<file path="src/rtl/flash_arb.sv">
// Two-port round-robin arbiter in front of the flash reader.
// One read in flight at a time, with a WAIT-state timeout.
module flash_arb #(
  parameter int TIMEOUT = 1024,
  parameter int AW      = 22
) (
  input  logic          clk,
  input  logic          rst,
  input  logic          m0_stb,
  input  logic [AW-1:0] m0_addr,
  output logic          m0_ack,
  output logic          m0_err,
  input  logic          m1_stb,
  input  logic [AW-1:0] m1_addr,
  output logic          m1_ack,
  output logic          m1_err,
  output logic [31:0]   rdata,
  output logic          rom_stb,
  output logic [AW-1:0] rom_addr,
  input  logic          rom_ack,
  input  logic [31:0]   rom_odata,
  output logic          busy,
  output logic          owner
);

  localparam int CW = $clog2(TIMEOUT);

  typedef enum logic [1:0] {
    S_IDLE,
    S_ISSUE,
    S_WAIT,
    S_DONE
  } state_t;

  state_t               state_q, state_d;
  logic [1:0]           pend_q, pend_d;
  logic [1:0][AW-1:0]   addr_q, addr_d;
  logic                 owner_q, owner_d;
  logic                 last_q, last_d;
  logic [AW-1:0]        rom_addr_q, rom_addr_d;
  logic [CW-1:0]        cnt_q, cnt_d;
  logic [31:0]          rdata_q, rdata_d;
  logic [1:0]           ack_q, ack_d;
  logic [1:0]           err_q, err_d;
  logic [1:0]           clr;
  logic [1:0]           stb;
  logic [1:0][AW-1:0]   maddr;
  logic                 grant;

  assign stb      = {m1_stb, m0_stb};
  assign maddr[0] = m0_addr;
  assign maddr[1] = m1_addr;

  always_comb begin
    state_d    = state_q;
    pend_d     = pend_q;
    addr_d     = addr_q;
    owner_d    = owner_q;
    last_d     = last_q;
    rom_addr_d = rom_addr_q;
    cnt_d      = cnt_q;
    rdata_d    = rdata_q;
    ack_d      = '0;
    err_d      = '0;
    clr        = '0;
    grant      = 1'b0;

    unique case (state_q)
      S_IDLE: begin
        if (|pend_q) begin
          // on a tie the port that was not served last wins
          grant      = (&pend_q) ? ~last_q : pend_q[1];
          owner_d    = grant;
          rom_addr_d = addr_q[grant];
          cnt_d      = '0;
          state_d    = S_ISSUE;
        end
      end
      S_ISSUE, S_WAIT: begin
        if (rom_ack) begin
          rdata_d         = rom_odata;
          ack_d[owner_q]  = 1'b1;
          state_d         = S_DONE;
        end else if (state_q == S_ISSUE) begin
          state_d = S_WAIT;
        end else if (cnt_q == CW'(TIMEOUT - 1)) begin
          err_d[owner_q] = 1'b1;
          clr[owner_q]   = 1'b1;
          last_d         = owner_q;
          state_d        = S_IDLE;
        end else begin
          cnt_d = cnt_q + CW'(1);
        end
      end
      S_DONE: begin
        clr[owner_q] = 1'b1;
        last_d       = owner_q;
        state_d      = S_IDLE;
      end
      default: state_d = S_IDLE;
    endcase

    // a new strobe beats a same-cycle clear
    for (int i = 0; i < 2; i++) begin
      if (stb[i] && (!pend_q[i] || clr[i]))
        addr_d[i] = maddr[i];
      pend_d[i] = (pend_q[i] & ~clr[i]) | stb[i];
    end
  end

  always_ff @(posedge clk or negedge rst) begin
    if (!rst) begin
      state_q    <= S_IDLE;
      pend_q     <= '0;
      addr_q     <= '0;
      owner_q    <= 1'b0;
      last_q     <= 1'b1;
      rom_addr_q <= '0;
      cnt_q      <= '0;
      rdata_q    <= '0;
      ack_q      <= '0;
      err_q      <= '0;
    end else begin
      state_q    <= state_d;
      pend_q     <= pend_d;
      addr_q     <= addr_d;
      owner_q    <= owner_d;
      last_q     <= last_d;
      rom_addr_q <= rom_addr_d;
      cnt_q      <= cnt_d;
      rdata_q    <= rdata_d;
      ack_q      <= ack_d;
      err_q      <= err_d;
    end
  end

  assign m0_ack   = ack_q[0];
  assign m1_ack   = ack_q[1];
  assign m0_err   = err_q[0];
  assign m1_err   = err_q[1];
  assign rdata    = rdata_q;
  assign rom_addr = rom_addr_q;
  assign rom_stb  = (state_q == S_ISSUE);
  assign busy     = (state_q != S_IDLE);
  assign owner    = owner_q;

endmodule
</file>
<file path="config.mk">
export PLATFORM = sky130hd
export DESIGN_NAME = flash_arb
export DESIGN_NICKNAME = d
export VERILOG_FILES = /design/src/rtl/flash_arb.sv
export SDC_FILE = /design/constraint.sdc
export NUM_CORES = 1
export LEC_CHECK = 0
export CAP_MARGIN = 25
export CORE_MARGIN = 8
export CORE_UTILIZATION = 43
export CTS_BUF_LIST = sky130_fd_sc_hd__clkbuf_4 sky130_fd_sc_hd__clkbuf_8 sky130_fd_sc_hd__clkbuf_16
export DETAILED_ROUTE_END_ITERATION = 7
export PLACE_DENSITY_LB_ADDON = 0.12
export SLEW_MARGIN = 5
export SYNTH_ARGS = -nofsm -noshare
export SYNTH_HDL_FRONTEND = slang
export SYNTH_SLANG_ARGS = --single-unit
</file>
<file path="constraint.sdc">
create_clock -name clk -period 2.8 [get_ports clk]
set_clock_uncertainty 0.15 [all_clocks]
set_input_delay 0.42 -clock clk [delete_from_list [all_inputs] [get_ports clk]]
set_output_delay 0.42 -clock clk [all_outputs]
set_load 0.05 [all_outputs]
</file>
=== Word-level counts from Yosys, hierarchy flattened ===
Index checks and enable logic that the tools add are counted.

* Flip-flop bits (word level): 118
* Output and inout port bits: 61
* Bits of input ports: 81
* Word-level logic and storage cells: 77

* Reductions and logical operators: 19
* Add/subtract/negate cells: 1
* Mux-type cells: 26
* Bitwise operators: 7
* Equal/unequal tests: 10
* Order comparisons: 3

{| class="wikitable"
|+ Operators by type and width
! cell !! count
|-
| two-way mux 22 bit || 2
|-
| two-way mux 10 bit || 4
|-
| two-way mux 2 bit || 10
|-
| one-hot mux 10 bit (2 select lines) || 1
|-
| adder 10 x 1 -> 10 bit, second input constant || 1
|-
| == test 10 bit, second input constant || 1
|-
| != test 2 bit, second input constant || 5
|-
| AND reduction 2 bit || 4
|-
| one-hot mux 2 bit (3 select lines) || 1
|-
| nonzero test 2 bit || 3
|-
| two-way mux 1 bit || 5
|-
| AND reduction 5 bit || 1
|-
| == test 2 bit, second input constant || 2
|-
| < comparator 1 x 2 -> 1 bit, second input constant || 2
|-
| != test 4 bit, second input constant || 1
|-
| one-hot mux 2 bit (2 select lines) || 1
|-
| AND reduction 4 bit || 1
|-
| OR reduction 2 bit || 2
|-
| logical AND 1 bit || 3
|-
| inverter 1 bit || 3
|-
| AND 1 bit || 2
|-
| == test 2 x 1 -> 1 bit, second input constant || 1
|-
| logical NOT 1 bit || 2
|-
| logical NOT 2 bit || 1
|-
| other kinds (5) || 7
|}

=== Depth between registers and ports, before layout ===
* Depth after elaboration: 11
* Mapped depth: 8
* Mapped depth without buffers: 6

=== Worst setup path before layout ===
OpenSTA, ideal clock, no wires.

* Kind: reg2reg
* Start point: register state_q[1]
* End point: register addr_q[25] (netlist name)
* Required time: 2525 ps
* Arrival: 2599 ps
* Stages on the path, launching flop included: 8
* Period minus slack after synthesis: 2874 ps
* Buffers on the path: 1
* Library setup time: 125 ps
* Path slack: -74 ps
* Cells stage by stage: dfrtp_1 inv_1 ha_1 or3b_1 o41a_1 o32ai_4 buf_6 mux2_2

* Longest elaborated chain between the ends: 6
* Elaborated cells between the ends (all ways): 9
* Those cells by class: 3 x eq/ne; 3 x mux; 3 x reduce/logical

{| class="wikitable"
|+ Ends and longest elaborated chain
! element !! line !! text
|-
| start, declared || 35 || <nowiki>state_t state_q, state_d;</nowiki>
|-
| start signal, assigned || 124 || <nowiki>state_q <= state_d;</nowiki>
|-
| == test 2 x 1 -> 1 bit * || -- ||
|-
| via rom_stb || 18 || <nowiki>output logic rom_stb,</nowiki>
|-
| two-way mux 2 bit || 84 || <nowiki>end else if (state_q == S_ISSUE) begin</nowiki>
|-
| two-way mux 2 bit || 80 || <nowiki>if (rom_ack) begin</nowiki>
|-
| one-hot mux 2 bit (2 select lines) * || 68 || <nowiki>unique case (state_q)</nowiki>
|-
| logical OR 1 bit * || 105 || <nowiki>if (stb[i] && (!pend_q[i] || clr[i]))</nowiki>
|-
| logical AND 1 bit * || 105 ||
|-
| end signal, assigned || 126 || <nowiki>addr_q <= addr_d;</nowiki>
|-
| end, declared || 37 || <nowiki>logic [1:0][AW-1:0] addr_q, addr_d;</nowiki>
|}

The timed path passes the listed nets; every way through them passes the cells marked *.
A chain may end at the register's enable or synchronous reset.

=== Final worst setup path ===
* Start point: register state_q[0]
* End point: register addr_q[25] (netlist name)

* Longest elaborated chain between the ends: 6
* Elaborated cells between the ends (all ways): 9
* Those cells by class: 3 x eq/ne; 3 x mux; 3 x reduce/logical

{| class="wikitable"
|+ Ends and longest elaborated chain
! element !! line
|-
| == test 2 x 1 -> 1 bit || 68, 84
|-
| two-way mux 2 bit || 84
|-
| two-way mux 2 bit || 80
|-
| one-hot mux 2 bit (2 select lines) * || 68
|-
| logical OR 1 bit * || 105
|-
| logical AND 1 bit * || 105
|}

Mark *: on every way between the ends. The rest lies on a longest branch, timed or not.

==> flow_metrics.env <==
export IMPL_critical_path_endpoint_type="register"
export IMPL_kind_of_cell_with_the_highest_combined_delay_on_the_critical_path="compound AO/OA/AOI/OAI gates"
export IMPL_die_h_um=123
export IMPL_buf_inv_stages_crit_path=3
export IMPL_yosys_warnings=0
export IMPL_clock_tree_buffer_depth=2
export IMPL_clock_tree_htree_level_count=4
export IMPL_finalNonFillerCells=687
export IMPL_timing_critical_path_cells="buf_4 -> ha_2 -> or3b_1 -> o41a_1 -> o32ai_4 -> buf_6 -> buf_6 -> mux2_2"
export IMPL_postSynthCellCount=365
export IMPL_final_antenna_net_count=0
export IMPL_overflow=0
export IMPL_syn_nets=451
export IMPL_worstPathMaxFanout=6
export IMPL_layout_nets=618
export IMPL_cts_tree="done"
export IMPL_final_hold_viol_count=0
export IMPL_worstSkewPairLatency_ns=0.41
export IMPL_fp_dieArea_um2=15000
export IMPL_syn_mean_instance_area_um2=13.4
export IMPL_worst_slew_margin_rel_pct=58.9
export IMPL_netlist_area_um2=4880
export IMPL_final_area_um2=7300
export IMPL_drt_vias_per_instance=4.97
export IMPL_synth_seq_cells=118
export IMPL_totalWireLength_mm=11.9
export IMPL_hpwlAfterDp_mm=8.50
export IMPL_finalWorstPathRequiredPeriod_ns=2.70
export IMPL_worstHoldPathType="reg2reg"
export IMPL_initial_antenna_violation_count=0
export IMPL_global_route_usage_total_pct=16.5
export IMPL_cp_data_arrival_time_ns=2.84
export IMPL_setup_violations_final=0
export IMPL_cts_reportedPaths_clkPinSlew_ns=0.05
export IMPL_yosysSeqAreaShare_pct=60.5
export IMPL_finish_utilization_pct=64.8
export IMPL_io_pin_count=142
export IMPL_globalRouteMet1Util_pct=18.8
export IMPL_timing_worst_slew_pin_value_ns=0.616
export IMPL_cp_slowest_stage_delay_ns=0.39
export IMPL_drt_first_pass_iters=4
export IMPL_cts_buffers=17
export IMPL_post_route_drc_count=0
export IMPL_grt_pass1_vias=3675
export IMPL_crit_top_cell="sky130_fd_sc_hd__buf_6"
export IMPL_dpl_cell_area_um2=6600
export IMPL_power_static_leakage_nw=3.20
export IMPL_post_route_cells_drive_above_1_share_pct=25.2
export IMPL_grt_busiest_layer="met2"
export IMPL_coreArea_um2=11300
export IMPL_area_growth_syn_to_layout_pct=49.6
export IMPL_power_ir_vdd_worst_v=0.00103
export IMPL_crit_required_ns=2.94
export IMPL_grt_start_max_net_pins=48
export IMPL_clock_root_buffer="sky130_fd_sc_hd__clkbuf_16"
export IMPL_first_iter_violations=190
export IMPL_critical_path_class="reg2reg"
export IMPL_status="complete, no violations"
export IMPL_wl_per_cell_um=17.3
export IMPL_start_util_pct=43.3
export IMPL_startpoint_type="register"
export IMPL_global_route_wire_length_before_repair_mm=18.8
export IMPL_grt_use_met3_pct=5.75
export IMPL_cts_sinks=118
export IMPL_rsz_0062_raised_after_global_routing="false"
export IMPL_place_detailed_instances=649
export IMPL_antenna_cells=0
export IMPL_placementRows=39
export IMPL_timing_critical_path_slowest_stage_cell="sky130_fd_sc_hd__dfrtp_1"
export IMPL_detailroute_via_count=3414
export IMPL_place_port_buffers=141
export IMPL_power_density_nw_per_um2=1370
export IMPL_yosys_cell_types_count=38
export IMPL_globalRouteMet2Util_pct=27.8
export IMPL_ff2ff_setup_slack_ns=0.1
export IMPL_fmax_mhz=370
export IMPL_place_gp_congestion=0.745
export IMPL_timing_max_transition_violations_final=0
export IMPL_max_cap_violations=0
export IMPL_die_width_um=123
export IMPL_layout_cells_most_common_list="sky130_fd_sc_hd__clkdlybuf4s50_1 (140), sky130_fd_sc_hd__dfrtp_1 (117), sky130_fd_sc_hd__mux2_2 (74)"
export IMPL_crit_share_post_route_pct=96.4
export IMPL_layout_commonest_cell="sky130_fd_sc_hd__clkdlybuf4s50_1"
==> layout make-up <==
| cell class | instances | area, um^2 |
|---|---|---|
| clock inverters | 8 | 145 |
| multi-input cells | 220 | 1840 |
| repair buffers | 165 | 1650 |
| flip-flops and latches | 118 | 2950 |
| fillers | 873 | 3970 |
| clock buffers | 23 | 495 |
| inverters | 10 | 37.5 |
| well taps | 143 | 179 |
==> path summary, 6_finish.rpt <==
kind / to / cells past startpoint / start
setup / recovery: addr_q[25] / 8 / state_q[0]
hold / removal: rom_addr[18] / 2 / rom_addr[18]
setup reg to reg: addr_q[25] / 8 / state_q[0]
hold reg to reg: rom_addr[18] / 2 / rom_addr[18]
max in group asynchronous: pend_q[1] / 3 / rst
min in group asynchronous: rom_addr[14] / 2 / rst
==> per-stage QoR <==
step	hold slack, ns	TNS [ns]	total power, mW	setup WS, ns
after floorplan	-0.0256	0	6.08	0.0414
after global placement	0.316	-1.52	7.60	-0.0798
after detailed placement	0.320	-1.85	7.71	-0.104
after CTS	0.337	0	10.1	0.0319
after global routing	0.359	0	10.5	0.00178
final	0.325	0	10.0	0.0995
==> state kept, by name, indices dropped and copies added, names as in the netlist <==
register	flops
cnt_q	10
state_q	2
ack_q	2
pend_q	2
addr_q	44
owner	1
last_q	1
rom_addr	22
rdata	32
err_q	2
==> worst register-to-register path, stage by stage (launching register included) <==
cell,delay [ns]
sky130_fd_sc_hd__dfrtp_1,0.39
sky130_fd_sc_hd__buf_4,0.14
sky130_fd_sc_hd__ha_2,0.21
sky130_fd_sc_hd__or3b_1,0.38
sky130_fd_sc_hd__o41a_1,0.39
sky130_fd_sc_hd__o32ai_4,0.30
sky130_fd_sc_hd__buf_6,0.16
sky130_fd_sc_hd__buf_6,0.13
sky130_fd_sc_hd__mux2_2,0.34
==> cells in the mapped netlist <==
cell type / count / area, um^2
sky130_fd_sc_hd__dfstp_2: 1 / 26.3
sky130_fd_sc_hd__nand4_1: 2 / 12.5
sky130_fd_sc_hd__o22ai_1: 1 / 6.26
sky130_fd_sc_hd__nor3b_1: 2 / 15.0
sky130_fd_sc_hd__nand2b_1: 1 / 6.26
sky130_fd_sc_hd__or3_1: 1 / 6.26
sky130_fd_sc_hd__dfrtp_1: 117 / 2930
sky130_fd_sc_hd__a2bb2oi_1: 1 / 8.76
sky130_fd_sc_hd__o32ai_4: 1 / 27.5
sky130_fd_sc_hd__buf_6: 2 / 22.5
sky130_fd_sc_hd__o211ai_1: 2 / 15.0
sky130_fd_sc_hd__o21bai_1: 1 / 7.51
sky130_fd_sc_hd__ha_1: 5 / 62.6
sky130_fd_sc_hd__clkbuf_1: 13 / 48.8
sky130_fd_sc_hd__and4_1: 1 / 8.76
sky130_fd_sc_hd__o21ai_0: 23 / 115
sky130_fd_sc_hd__mux2i_1: 29 / 290
sky130_fd_sc_hd__mux2_1: 3 / 33.8
sky130_fd_sc_hd__nand3_1: 3 / 15.0
sky130_fd_sc_hd__a22o_1: 2 / 17.5
sky130_fd_sc_hd__nor4_1: 2 / 12.5
sky130_fd_sc_hd__o211a_1: 1 / 10.0
sky130_fd_sc_hd__nand2_1: 33 / 124
sky130_fd_sc_hd__buf_2: 2 / 10.0
sky130_fd_sc_hd__o41ai_1: 2 / 17.5
sky130_fd_sc_hd__nor4b_1: 1 / 8.76
sky130_fd_sc_hd__a21boi_1: 1 / 7.51
sky130_fd_sc_hd__nor2_1: 11 / 41.3
sky130_fd_sc_hd__nor3_1: 5 / 25.0
sky130_fd_sc_hd__or2_2: 1 / 6.26
sky130_fd_sc_hd__o41a_1: 1 / 11.3
sky130_fd_sc_hd__or4_1: 2 / 15.0
sky130_fd_sc_hd__mux2_2: 74 / 833
sky130_fd_sc_hd__and2_1: 1 / 6.26
sky130_fd_sc_hd__a21oi_1: 4 / 20.0
sky130_fd_sc_hd__inv_1: 10 / 37.5
sky130_fd_sc_hd__a31oi_1: 2 / 12.5
sky130_fd_sc_hd__or3b_1: 1 / 8.76
==> kinds of logic (layout without fill, tap and decap cells) <==
logic type | Yosys count | count (layout) | synth area share (%)
muxes | 106 | 106 | 23.7
DFF | 118 | 118 | 60.5
buffers and inverters | 27 | 206 | 2.44
and+or+nand+nor | 67 | 67 | 6.38
adders and majority gates | 5 | 5 | 1.28
AOI/OAI and AO/OA | 42 | 42 | 5.67
==> layer usage <==
layer,part of all wire [%],vias to the layer above
met5,0,-
met4,1.2,0
met3,4.6,12
met2,52,78
met1,42,1700
li1,-,1624
==> power breakdown <==
| group | internal [mW] | switching, mW |
|---|---|---|
| Sequential | 2.52 | 0.443 |
| Clock | 1.59 | 0.725 |
| Combinational | 2.00 | 2.72 |
==> repair_timing <==
action,in CTS,in global routing
endpoints found under the hold margin,42,0
resized for setup,0,6
hold buffers,1,0
setup buffers,0,4
endpoints found under the setup margin,0,22
No activity file was read; power rests on OpenSTA's default activity.
